<file path="config.mk">
export PLATFORM = sky130hd
export DESIGN_NAME = direct_sound_fifo
export DESIGN_NICKNAME = d
export VERILOG_FILES = /design/src/rtl/sound_pkg.sv /design/src/rtl/fifo_word_ram.sv /design/src/rtl/direct_sound_fifo.sv
export SDC_FILE = /design/constraint.sdc
export NUM_CORES = 1
export LEC_CHECK = 0
export CAP_MARGIN = 40
export CORE_MARGIN = 3
export CORE_UTILIZATION = 50
export CTS_CLUSTER_SIZE = 40
export DETAILED_ROUTE_END_ITERATION = 7
export PLACE_DENSITY = 0.81
export RECOVER_POWER = 50
export SETUP_SLACK_MARGIN = 0.1
export SLEW_MARGIN = 20
export SYNTH_ARGS = -nofsm -noshare
export SYNTH_HDL_FRONTEND = slang
export SYNTH_HIERARCHICAL = 1
export SYNTH_SLANG_ARGS = --single-unit
</file>
<file path="constraint.sdc">
create_clock -name clock -period 3.8 [get_ports clock]
set_input_delay 0.95 -clock clock [delete_from_list [all_inputs] [get_ports clock]]
set_output_delay 0.95 -clock clock [all_outputs]
set_load 0.02 [all_outputs]
</file>
<file path="src/rtl/sound_pkg.sv">
// Shared types and defaults for the Direct Sound FIFO feeder.
// ds_byte_sel picks one signed sample byte out of a packed word, byte 0 in bits [7:0].
package sound_pkg;

  localparam int DS_FIFO_DEPTH = 8;
  localparam int DS_DMA_THRESH = 4;

  typedef logic signed [7:0] ds_sample_t;
  typedef logic [31:0]       ds_word_t;
  typedef logic [1:0]        ds_byte_idx_t;

  function automatic ds_sample_t ds_byte_sel(input ds_word_t w, input ds_byte_idx_t idx);
    return ds_sample_t'(w[{idx, 3'b000} +: 8]);
  endfunction

endpackage

</file>
<file path="src/rtl/fifo_word_ram.sv">
// Word storage for the Direct Sound FIFO: synchronous write, combinational read.
// Contents are not reset; the pointer and count logic in the parent decides which words are valid.
module fifo_word_ram
  import sound_pkg::*;
#(
  parameter int DEPTH_WORDS = DS_FIFO_DEPTH,
  localparam int AW = $clog2(DEPTH_WORDS)
) (
  input  logic          clock,
  input  logic          i_we,
  input  logic [AW-1:0] i_waddr,
  input  ds_word_t      i_wdata,
  input  logic [AW-1:0] i_raddr,
  output ds_word_t      o_rdata
);

  ds_word_t r_mem [DEPTH_WORDS];

  always_ff @(posedge clock) begin
    if (i_we) r_mem[i_waddr] <= i_wdata;
  end

  assign o_rdata = r_mem[i_raddr];

endmodule

</file>
<file path="src/rtl/direct_sound_fifo.sv">
// One Direct Sound channel feeder: buffers 32-bit words, emits one byte per timer tick,
// and requests a DMA refill when a pop leaves the FIFO at or below the threshold.
module direct_sound_fifo
  import sound_pkg::*;
#(
  parameter int DEPTH_WORDS = DS_FIFO_DEPTH,
  parameter int DMA_THRESH  = DS_DMA_THRESH,
  localparam int CW = $clog2(DEPTH_WORDS + 1)
) (
  input  logic          clock,
  input  logic          reset,
  input  logic          fifo_wr,
  input  ds_word_t      fifo_wdata,
  input  logic          fifo_clear,
  input  logic          enable,
  input  logic          timer_num,
  input  logic          tm0_overflow,
  input  logic          tm1_overflow,
  output ds_sample_t    sample_out,
  output logic          sample_strobe,
  output logic          dma_req,
  output logic [CW-1:0] word_count,
  output logic          underrun,
  output logic          overrun
);

  localparam int AW = $clog2(DEPTH_WORDS);
  localparam logic [CW-1:0] FULL_COUNT = CW'(DEPTH_WORDS);
  localparam logic [CW-1:0] REQ_COUNT  = CW'(DMA_THRESH);

  logic [AW-1:0] r_wr_ptr, r_rd_ptr;
  logic [CW-1:0] r_count;
  ds_byte_idx_t  r_byte_idx;
  ds_sample_t    r_sample;
  logic          r_strobe, r_dma_req, r_underrun, r_overrun;

  logic          w_tick, w_empty, w_full, w_pop, w_wr_acc;
  logic [CW-1:0] w_count_next;
  ds_word_t      w_rdata;

  assign w_tick   = enable & (timer_num ? tm1_overflow : tm0_overflow);
  assign w_empty  = (r_count == '0);
  assign w_full   = (r_count == FULL_COUNT);
  assign w_pop    = w_tick & ~w_empty & (r_byte_idx == 2'd3);
  // A pop frees a slot in the same cycle, so a full FIFO still accepts a coincident write.
  assign w_wr_acc = fifo_wr & (~w_full | w_pop);
  assign w_count_next = r_count + CW'(w_wr_acc) - CW'(w_pop);

  fifo_word_ram #(.DEPTH_WORDS(DEPTH_WORDS)) u_ram (
    .clock   (clock),
    .i_we    (w_wr_acc & ~fifo_clear),
    .i_waddr (r_wr_ptr),
    .i_wdata (fifo_wdata),
    .i_raddr (r_rd_ptr),
    .o_rdata (w_rdata)
  );

  always_ff @(posedge clock or negedge reset) begin
    if (!reset) begin
      r_wr_ptr   <= '0;
      r_rd_ptr   <= '0;
      r_count    <= '0;
      r_byte_idx <= '0;
      r_sample   <= '0;
      r_strobe   <= 1'b0;
      r_dma_req  <= 1'b0;
      r_underrun <= 1'b0;
      r_overrun  <= 1'b0;
    end else begin
      r_strobe   <= 1'b0;
      r_dma_req  <= 1'b0;
      r_underrun <= 1'b0;
      r_overrun  <= 1'b0;
      if (fifo_clear) begin
        r_wr_ptr   <= '0;
        r_rd_ptr   <= '0;
        r_count    <= '0;
        r_byte_idx <= '0;
        r_sample   <= '0;
      end else begin
        if (w_wr_acc) r_wr_ptr <= r_wr_ptr + 1'b1;
        if (w_tick) begin
          if (w_empty) begin
            r_underrun <= 1'b1;
          end else begin
            r_sample   <= ds_byte_sel(w_rdata, r_byte_idx);
            r_strobe   <= 1'b1;
            r_byte_idx <= r_byte_idx + 1'b1;
          end
        end
        if (w_pop) begin
          r_rd_ptr  <= r_rd_ptr + 1'b1;
          r_dma_req <= (w_count_next <= REQ_COUNT);
        end
        r_overrun <= fifo_wr & w_full & ~w_pop;
        r_count   <= w_count_next;
      end
    end
  end

  assign sample_out    = r_sample;
  assign sample_strobe = r_strobe;
  assign dma_req       = r_dma_req;
  assign word_count    = r_count;
  assign underrun      = r_underrun;
  assign overrun       = r_overrun;

endmodule

</file>
# Yosys cells after proc, flatten, opt, wreduce, memory -nomap -nowiden
# Memory sizes are Yosys's and may differ from the RTL's.
# Index checks and enable logic that the tools add are counted.
dict set report word_totals {
  regBits 24
  ram_bits 256
  input_bits 40
  output_inout_bits 16
  word_cells 60
  memories 1
}
dict set report op_classes {
  n_addsub 5
  n_lt_le_gt_ge 1
  eq_ne 3
  shift 1
  n_mux 23
  bitwise 12
  n_reduce_logical 5
}
# memory words word_bits rd rd_ports_with_merged_regs write_ports line_no
set mem_list {}
lappend mem_list {u_ram.r_mem 8 32 1 0 1 fifo_word_ram.sv:17} ;# ds_word_t r_mem [DEPTH_WORDS];
# cell n
set ops {}
lappend ops {{32-bit by 6-bit variable part select with 8-bit output} 1}
lappend ops {{8-bit 2-to-1 mux} 3}
lappend ops {{1-bit 2-to-1 mux} 12}
lappend ops {{3-bit 2-to-1 mux} 4}
lappend ops {{1-bit AND} 7}
lappend ops {{3-bit by 1-bit adder with 3-bit output, second input constant} 2}
lappend ops {{2-bit 2-to-1 mux} 3}
lappend ops {{2-bit nonzero test} 3}
lappend ops {{4-bit by 1-bit adder with 4-bit output} 1}
lappend ops {{4-bit equality test, second input constant} 1}
lappend ops {{4-bit by 3-bit less-or-equal comparator with 1-bit output, second input constant} 1}
lappend ops {{4-bit logical NOT} 1}
lappend ops {{4-bit 2-to-1 mux} 1}
lappend ops {{1-bit NOT} 4}
lappend ops {{4-bit by 1-bit subtractor with 4-bit output} 1}
lappend ops {{2-bit by 1-bit adder with 2-bit output, second input constant} 1}
lappend ops {{2-bit equality test, second input constant} 1}
lappend ops {{2-bit != test, second input constant} 1}
lappend ops {{2-bit AND reduction} 1}
lappend ops {{1-bit bitwise OR} 1}

# Depth between registers and ports, before layout
# Gate-level depths: netlist of the first run.
dict set report depth {
  word_depth 11
  depth_mapped 12
}

# By module
# The synthesis of the first run kept the hierarchy.
# module n_inst cells_per_inst area_per_inst_um2 seq_area_each_um2
set modules_own_cells {}
lappend modules_own_cells {fifo_word_ram 1 383 9825.7 7687.4}
lappend modules_own_cells {direct_sound_fifo 1 116 1407.6 600.6}

# Worst setup path after synthesis of the first run
# No wires, ideal clock.
dict set report synth_timing {
  path_kind {input to register}
  from {input port timer_num}
  to {memory u_ram/r_mem[0][0] (netlist bit) (enable)}
  setup_time_ps 461
  arrival_time_ps 4001
  setup_slack_ps -662
  path_stages 6
  n_path_buf 0
  path_cell_list {mux2_4 > nand4_4 > a21bo_4 > nor2_1 > nand2b_1 > nor3_1}
}
dict set report synth_between {
  elab_chain_len 9
}
# element line_no
set synth_rtl {}
lappend synth_rtl {{start, declared} direct_sound_fifo.sv:16} ;# input logic timer_num,
lappend synth_rtl {{1-bit 2-to-1 mux} direct_sound_fifo.sv:41} ;# assign w_tick = enable & (timer_num ? tm1_overflow : tm0_overflow);
lappend synth_rtl {{1-bit AND} direct_sound_fifo.sv:41}
lappend synth_rtl {{1-bit AND (2 in a row)} direct_sound_fifo.sv:44} ;# assign w_pop = w_tick & ~w_empty & (r_byte_idx == 2'd3);
lappend synth_rtl {{1-bit bitwise OR} direct_sound_fifo.sv:46} ;# assign w_wr_acc = fifo_wr & (~w_full | w_pop);
lappend synth_rtl {{1-bit AND} direct_sound_fifo.sv:46}
lappend synth_rtl {{1-bit AND} direct_sound_fifo.sv:51} ;# .i_we (w_wr_acc & ~fifo_clear),
lappend synth_rtl {{1-bit 2-to-1 mux} fifo_word_ram.sv:20} ;# if (i_we) r_mem[i_waddr] <= i_wdata;
lappend synth_rtl {{1-bit 2-to-1 mux (not written as such)} fifo_word_ram.sv:20}
lappend synth_rtl {{end, declared} fifo_word_ram.sv:17}
# No other way between the ends.

# Worst setup path after layout of the first run
dict set report layout_timing {
  from {input port timer_num}
  to {register r_dma_req (netlist: dma_req)}
}
dict set report layout_between {
  elab_chain_len 11
}
# element line_no
set layout_rtl {}
lappend layout_rtl {{1-bit 2-to-1 mux (*)} direct_sound_fifo.sv:41}
lappend layout_rtl {{1-bit AND (*)} direct_sound_fifo.sv:41}
lappend layout_rtl {{1-bit AND (*) (2 in a row)} direct_sound_fifo.sv:44}
lappend layout_rtl {{1-bit bitwise OR} direct_sound_fifo.sv:46}
lappend layout_rtl {{1-bit AND} direct_sound_fifo.sv:46}
lappend layout_rtl {{4-bit by 1-bit adder with 4-bit output} direct_sound_fifo.sv:47} ;# assign w_count_next = r_count + CW'(w_wr_acc) - CW'(w_pop);
lappend layout_rtl {{4-bit by 1-bit subtractor with 4-bit output} direct_sound_fifo.sv:47}
lappend layout_rtl {{4-bit by 3-bit less-or-equal comparator with 1-bit output} direct_sound_fifo.sv:93} ;# r_dma_req <= (w_count_next <= REQ_COUNT);
lappend layout_rtl {{1-bit 2-to-1 mux (*)} direct_sound_fifo.sv:91} ;# if (w_pop) begin
lappend layout_rtl {{1-bit 2-to-1 mux (*)} direct_sound_fifo.sv:74} ;# if (fifo_clear) begin
lappend layout_rtl {{end signal, assigned} direct_sound_fifo.sv:93}
lappend layout_rtl {{end, declared} direct_sound_fifo.sv:35} ;# logic r_strobe, r_dma_req, r_underrun, r_overrun;
# Every way passes the cells marked *; elsewhere a longest branch is shown, timed or not.
# A chain may end at the register's enable or synchronous reset.

==> flow_metrics.py, run 1 <==
metrics = {
    "outcome": {
        "outcome": "finished clean",
    },
    "cts": {
        "cts.clk_slew.worst_paths_ns": 0.06,
        "cts.sinks": 280,
        "cts.htree.levels": 1,
        "ctsLongestPathBuffers": 3,
        "cts-buffers-inserted": 26,
        "cts.repair.resized": 0,
        "ctsHoldBuffers": 0,
        "worst_skew_pair.late_latency_ns": 0.53,
        "cts_tree": "done",
        "postCtsSetupRepairBufs": 0,
        "clock-root-buffer": "sky130_fd_sc_hd__clkbuf_16",
    },
    "pwr": {
        "totalPowerFinal_uw": 6602,
        "static-leakage-power_uw": 0.004314,
        "combinationalPowerShare_pct": 8.3,
        "switching_share_pct": 20.83,
        "power_per_cell_area_nw_per_um2": 504.2,
        "p_int_uw": 5227,
        "power.share.clock_pct": 38.3,
        "vdd_drop_max_v": 0.0003865,
        "power_frac_seq_pct": 53.3,
        "net-switching-power_uw": 1375,
    },
    "yosys": {
        "synth_commonest_cells": "256 x sky130_fd_sc_hd__edfxtp_1, 40 x sky130_fd_sc_hd__mux4_1, 32 x sky130_fd_sc_hd__mux2_2, 32 x sky130_fd_sc_hd__mux4_2, 26 x sky130_fd_sc_hd__nor2_1",
        "synth.cell_area_um2": 11230,
        "synthesis_stage_register_bit_count": 280,
        "synth_warnings": 6,
        "asyncSetResetFlopFracSynth_pct": 8.571,
        "synth_cell_types": 35,
        "synthTopCellsByArea": "sky130_fd_sc_hd__edfxtp_1 68%, sky130_fd_sc_hd__mux4_1 9.4%, sky130_fd_sc_hd__mux4_2 6.4%",
        "post_synth_fa_ha_maj_area_fraction_pct": 1.069,
        "synth_simple_gate_area_share_pct": 2.384,
        "synth-compound-area-share_pct": 0.4678,
        "synth.top_cell.area_share_pct": 68.43,
        "syn_area_cell_um2": 22.51,
        "dominant_combinational_cell_family_by_area_after_synthesis": "multiplexers",
        "synthesis.nets": 548,
        "netlist_instances": 499,
        "synth.area.mux_share_pct": 20.36,
        "synth_most_common_cell": "sky130_fd_sc_hd__edfxtp_1",
        "synth.yosys.seq_area_share_pct": 73.78,
        "flip_flop_cell_with_the_highest_count_after_synthesis": "sky130_fd_sc_hd__edfxtp_1",
        "synth_edf_count": 256,
        "yosysTopAreaCell": "sky130_fd_sc_hd__edfxtp_1",
        "synth_xor_area_share_pct": 0.3119,
    },
    "layout": {
        "diodes": 0,
        "layout.nets": 623,
        "synthToLayoutAreaGrowth_pct": 16.57,
        "layout.filler_cells": 1427,
        "final_layout_size_suffix_gt1_share_pct": 22.67,
        "finalInstanceArea_um2": 13100,
        "multiInputGateArea_um2": 2811,
        "final_cell_count_no_fill": 871,
        "postLayoutCoreUtil_pct": 59.64,
        "register_area_um2": 8293,
    },
    "global_routing": {
        "antenna_found_initial": 0,
        "global_route.usage.total_pct": 17.73,
        "grt_max_degree": 42,
        "first_global_vias": 5625,
        "grt_remaining_overflow": 0,
        "grt_pass1_wl_um": 32680,
    },
    "placement": {
        "detailedPlacementHpwl_um": 12340,
        "placed_cells": 826,
        "io_buffers": 55,
        "gp_congestion": 0.7730,
        "post_dp_cell_area_um2": 12290,
    },
    "setup_path": {
        "slowest_stage": "sky130_fd_sc_hd__clkdlybuf4s50_1",
        "slowest_stage_delay_on_critical_path_ns": 0.47,
        "timing.critical_path.from_type": "primary input",
        "crit_chain": "clkdlybuf4s50_1, mux2_4, nand4_1, or2_2, nand2_1, ha_1, inv_1, fa_1, xor2_1, a21oi_1, nor4b_1",
        "arrival_ns": 3.59,
        "end_kind": "register",
        "critical-path-top-delay-family": "simple AND/OR/NAND/NOR gates",
        "worst-path-buf-inv": 2,
        "critPathMaxFanout": 8,
        "cp.required_ns": 4.21,
        "worstSetupPathType": "in2reg",
    },
    "drt": {
        "drt_first_iter_violations": 363,
        "drt_drc_violations_left": 0,
        "drt_wl_total_um": 20910,
        "drt_first_pass_iters": 5,
        "route.antenna.remaining_nets": 0,
        "via_per_inst": 5.951,
        "detail_route.wl_per_cell_um": 24.00,
        "routed-via-count": 5183,
    },
    "timing": {
        "slew-limit-headroom_pct": 39.40,
        "final-setup-viol-count": 0,
        "slew_viol_final": 0,
        "fin_worst_skew_ns": 0.01734,
        "worst_pin_slew_ns": 0.9091,
        "setup_tns_ns": 0,
        "setup_repair_after_global_routing_missed_its_margin": "false",
        "maxClockFrequency_ghz": 0.3138,
        "timing.final.crit_period_ns": 3.187,
        "timing_hold_violations_final": 0,
        "final.period_utilization_pct": 83.86,
    },
    "run": {
        "maxCapViolations": 0,
    },
    "floorplanning": {
        "chipWidth_um": 155.9,
        "boundaryPins": 56,
        "vertical_die_dimension_um": 155.9,
        "rows": 54,
        "floorplan.initialDensity_pct": 51.16,
        "dieArea_um2": 24300,
        "core_area_um2": 21960,
    },
    "hold_path": {
        "hp-class": "reg2reg",
    },
}
## logic make-up after synthesis
family	count (synthesis)
muxes	118
adders and majority gates	9
and+or+nand+nor	51
buffers and inverters	30
DFF	280
AOI/OAI and AO/OA	7
xor gates and xnor gates	4
## per-layer routing
layer	wire, um	global-route usage (%)	up-vias
met5	0	0	-
met4	552	5.299	0
met3	1169	3.412	36
met2	10890	30.27	185
met1	8298	23.48	2716
li1	-	-	2246
## registers in the layout, indices dropped and copies added, names as in the netlist
name           cells
sample_strobe      1
word_count         4
u_ram/r_mem      256
sample_out         8
r_byte_idx         2
r_rd_ptr           3
overrun            1
underrun           1
r_wr_ptr           3
dma_req            1
## power by group through the flow
| stage | clock (uW) | combinational (uW) | sequential [uW] |
|---|---|---|---|
| 4_1_cts | 2570 | 569 | 3520 |
| 6_report | 2530 | 549 | 3520 |
| 2_1_floorplan | 0 | 293 | 3600 |
| 5_1_grt | 2700 | 595 | 3530 |
| 3_3_place_gp | 0 | 535 | 3580 |
| 3_5_place_dp | 0 | 566 | 3590 |
## cell usage in the layout (no fill, tap or decap), types with 2 or more instances in the layout
cell                              Yosys  routed
sky130_fd_sc_hd__clkbuf_16            0      26
sky130_fd_sc_hd__nor2_4               0       6
sky130_fd_sc_hd__nand2_1              6       6
sky130_fd_sc_hd__nor2b_1              2       2
sky130_fd_sc_hd__nor3_4               0       2
sky130_fd_sc_hd__clkbuf_1             4       7
sky130_fd_sc_hd__bufinv_16            0       3
sky130_fd_sc_hd__buf_12               0       9
sky130_fd_sc_hd__nand2b_1             5       5
sky130_fd_sc_hd__buf_4                0       5
sky130_fd_sc_hd__mux4_1              40      40
sky130_fd_sc_hd__xor2_1               3       3
sky130_fd_sc_hd__inv_1                6       6
sky130_fd_sc_hd__edfxtp_1           256     256
sky130_fd_sc_hd__mux4_2              32      32
sky130_fd_sc_hd__nor2_1              26      20
sky130_fd_sc_hd__clkbuf_8             0       2
sky130_fd_sc_hd__mux2i_1             11      11
sky130_fd_sc_hd__a21oi_1              3       4
sky130_fd_sc_hd__dlygate4sd3_1        0      34
sky130_fd_sc_hd__clkinv_2             0       7
sky130_fd_sc_hd__clkdlybuf4s50_1      0      21
sky130_fd_sc_hd__mux2_2              32      32
sky130_fd_sc_hd__ha_1                 8       8
sky130_fd_sc_hd__mux2_4               3       3
sky130_fd_sc_hd__dfrtp_1             24      22
## cell type report
class,instances,share of cell area (%)
sequential,280,63.33
multi-input combinational,189,21.47
clock buffer,33,5.322
inverter,6,0.1720
timing repair buffer,71,5.924
tap,280,2.675
clock inverter,12,1.108
## metrics by stage
stage          hold WS, ns  setup WS [ns]
2_1_floorplan       0.5141         0.1950
3_3_place_gp        0.5071         0.4555
3_5_place_dp        0.5236         0.3417
4_1_cts             0.5387         0.8731
5_1_grt             0.5680         0.3650
6_report            0.5324         0.6134
## tightest hold or removal path, cell delays in order, from the launching register on
cell and delay (ns):
sky130_fd_sc_hd__dfrtp_1 0.34, sky130_fd_sc_hd__mux2i_1 0.07, sky130_fd_sc_hd__nor2_1 0.08
## worst paths after layout
kind,startpoint,to,slack (ns),depth (start not counted)
max in group asynchronous,reset,r_rd_ptr[0],1.80,2
worst max-delay path,timer_num,dma_req,0.61,11
worst max register to register,r_byte_idx[1],dma_req,0.72,10
min in group asynchronous,reset,underrun,0.77,1
worst min register to register,sample_out[0],sample_out[0],0.53,2
worst min-delay path,sample_out[0],sample_out[0],0.53,2
No activity file was read; power rests on OpenSTA's default activity.
==> run 2: changes to the inputs <==
Clock period 3.8 ns to 2.65 ns, I/O delays scaled along.
==> flow_metrics.py, run 2 (synthesis results as in run 1) <==
metrics = {
    "global_routing": {
        "met1_usage_pct": 24.77,
        "global_route.usage.total_pct": 18.33,
        "grt_remaining_overflow": 0,
        "gr-usage-met3_pct": 2.968,
        "globalRoute.busiestLayer": "met2",
        "grt_pass1_wl_um": 33450,
        "grtUsageMet2_pct": 31.18,
        "grt_max_degree": 67,
        "antenna_found_initial": 2,
        "first_global_vias": 5538,
    },
    "layout": {
        "largest_register": "u_ram/r_mem",
        "layout.filler_cells": 1470,
        "final_cell_count_no_fill": 905,
        "final_layout_size_suffix_gt1_share_pct": 27.88,
        "finalInstanceArea_um2": 13500,
        "largest_register_ff_count": 256,
        "final_cell_mix": "256 x sky130_fd_sc_hd__edfxtp_1, 40 x sky130_fd_sc_hd__mux4_1, 33 x sky130_fd_sc_hd__dlygate4sd3_1, 32 x sky130_fd_sc_hd__mux4_2, 32 x sky130_fd_sc_hd__mux2_2",
        "layout.nets": 654,
        "synthToLayoutAreaGrowth_pct": 20.14,
        "leading_cell_type_in_the_layout_fill_and_taps_excluded": "sky130_fd_sc_hd__edfxtp_1",
    },
    "pwr": {
        "static-leakage-power_uw": 0.004512,
        "vdd_drop_max_v": 0.0004315,
        "power_per_cell_area_nw_per_um2": 719.5,
        "totalPowerFinal_uw": 9710,
    },
    "cts": {
        "cts.sinks": 280,
        "cts.clk_slew.worst_paths_ns": 0.06,
        "cts-buffers-inserted": 28,
        "ctsLongestPathBuffers": 3,
        "cts.htree.levels": 1,
        "ctsHoldBuffers": 0,
        "worst_skew_pair.late_latency_ns": 0.53,
        "cts_tree": "done",
        "clock-root-buffer": "sky130_fd_sc_hd__clkbuf_16",
    },
    "timing": {
        "worst_slack_ns": 0.1229,
        "final-setup-viol-count": 0,
        "maxClockFrequency_ghz": 0.3957,
        "setup_tns_ns": 0,
        "slew-limit-headroom_pct": 52.84,
        "timing.final.crit_period_ns": 2.527,
        "slew_viol_final": 0,
        "fin_worst_skew_ns": 0.008019,
        "final.period_utilization_pct": 95.36,
        "timing_hold_violations_final": 0,
        "setup_repair_after_global_routing_missed_its_margin": "false",
        "worst_pin_slew_ns": 0.7051,
    },
    "floorplanning": {
        "rows": 54,
        "vertical_die_dimension_um": 155.9,
        "floorplan.initialDensity_pct": 51.16,
        "boundaryPins": 56,
        "dieArea_um2": 24300,
        "core_area_um2": 21960,
        "chipWidth_um": 155.9,
    },
    "placement": {
        "placed_cells": 844,
        "gp_congestion": 0.7570,
        "detailedPlacementHpwl_um": 13550,
        "io_buffers": 55,
        "dpl_worst_slack_ns": -0.3753,
        "post_dp_cell_area_um2": 12490,
    },
    "drt": {
        "detail_route.wl_per_cell_um": 24.90,
        "drt_first_pass_iters": 4,
        "drt_wl_total_um": 22540,
        "route.antenna.remaining_nets": 0,
        "routed-via-count": 5314,
        "via_per_inst": 5.872,
        "drt_drc_violations_left": 0,
        "drt_first_iter_violations": 458,
    },
    "run": {
        "maxCapViolations": 0,
    },
    "setup_path": {
        "end_kind": "register",
        "cp.required_ns": 3.07,
        "arrival_ns": 2.94,
        "worstSetupPathType": "reg2reg",
        "timing.critical_path.from_type": "register",
        "critPathMaxFanout": 4,
    },
    "hold_path": {
        "hp-class": "reg2reg",
    },
    "outcome": {
        "outcome": "finished clean",
    },
}
-- run 2: worst max-delay path: stages, from the launching register on --
cell	delay (ns)
sky130_fd_sc_hd__dfrtp_2	0.41
sky130_fd_sc_hd__inv_2	0.06
sky130_fd_sc_hd__ha_1	0.13
sky130_fd_sc_hd__or3b_1	0.40
sky130_fd_sc_hd__nand4_4	0.11
sky130_fd_sc_hd__nand3b_1	0.10
sky130_fd_sc_hd__nand2_1	0.08
sky130_fd_sc_hd__ha_2	0.17
sky130_fd_sc_hd__inv_1	0.06
sky130_fd_sc_hd__fa_2	0.34
sky130_fd_sc_hd__xor2_1	0.20
sky130_fd_sc_hd__a21oi_1	0.07
sky130_fd_sc_hd__nor4b_1	0.29
-- run 2: power breakdown --
part	leakage (uW)	internal [uW]	switching, uW
Clock	0.000434	2200	1600
Combinational	0.00145	412	449
Sequential	0.00263	4980	71.6
Total	0.00451	7590	2120
-- run 2: worst paths after layout --
| check | slack [ns] | depth (start not counted) | startpoint | to |
|---|---|---|---|---|
| setup reg to reg | 0.12 | 12 | word_count[2] | dma_req |
| max in group asynchronous | 1.33 | 2 | reset | r_byte_idx[0] |
| setup / recovery | 0.12 | 12 | word_count[2] | dma_req |
| hold reg to reg | 0.53 | 2 | sample_out[0] | sample_out[0] |
| min in group asynchronous | 0.62 | 1 | reset | sample_strobe |
| hold / removal | 0.53 | 2 | sample_out[0] | sample_out[0] |
-- run 2: layout make-up --
| type | count | area, um2 | share of cell area (%) |
|---|---|---|---|
| multi-input combinational | 189 | 2858 | 21.18 |
| antenna | 1 | 2.502 | 0.01854 |
| clock buffer | 34 | 744.5 | 5.516 |
| tap | 280 | 350.3 | 2.596 |
| sequential | 280 | 8295 | 61.47 |
| inverter | 6 | 22.52 | 0.1669 |
| timing repair buffer | 100 | 1079 | 7.992 |
| clock inverter | 15 | 143.9 | 1.066 |
-- run 2: routing by layer --
metal  share of wire [%]  wire, um
met1                  40      9053
met2                  51     11570
met3                 5.8      1299
met4                 2.7       604
met5               0.044        10
-- run 2: through the flow --
stage | utilization [%] | hold slack (ns)
after global routing | 61.46 | 0.5709
after global placement | 56.88 | 0.5063
final | 61.46 | 0.5276
after CTS | 60.92 | 0.5365
after detailed placement | 56.88 | 0.5216
after floorplan | - | 0.3669
-- run 2: repair_timing --
item	CTS	global route
pin swaps	1	2
hold endpoints to repair	0	0
setup endpoints to repair	1	27
gates cloned	0	1
gates resized for setup	0	4
buffers inserted	0	10
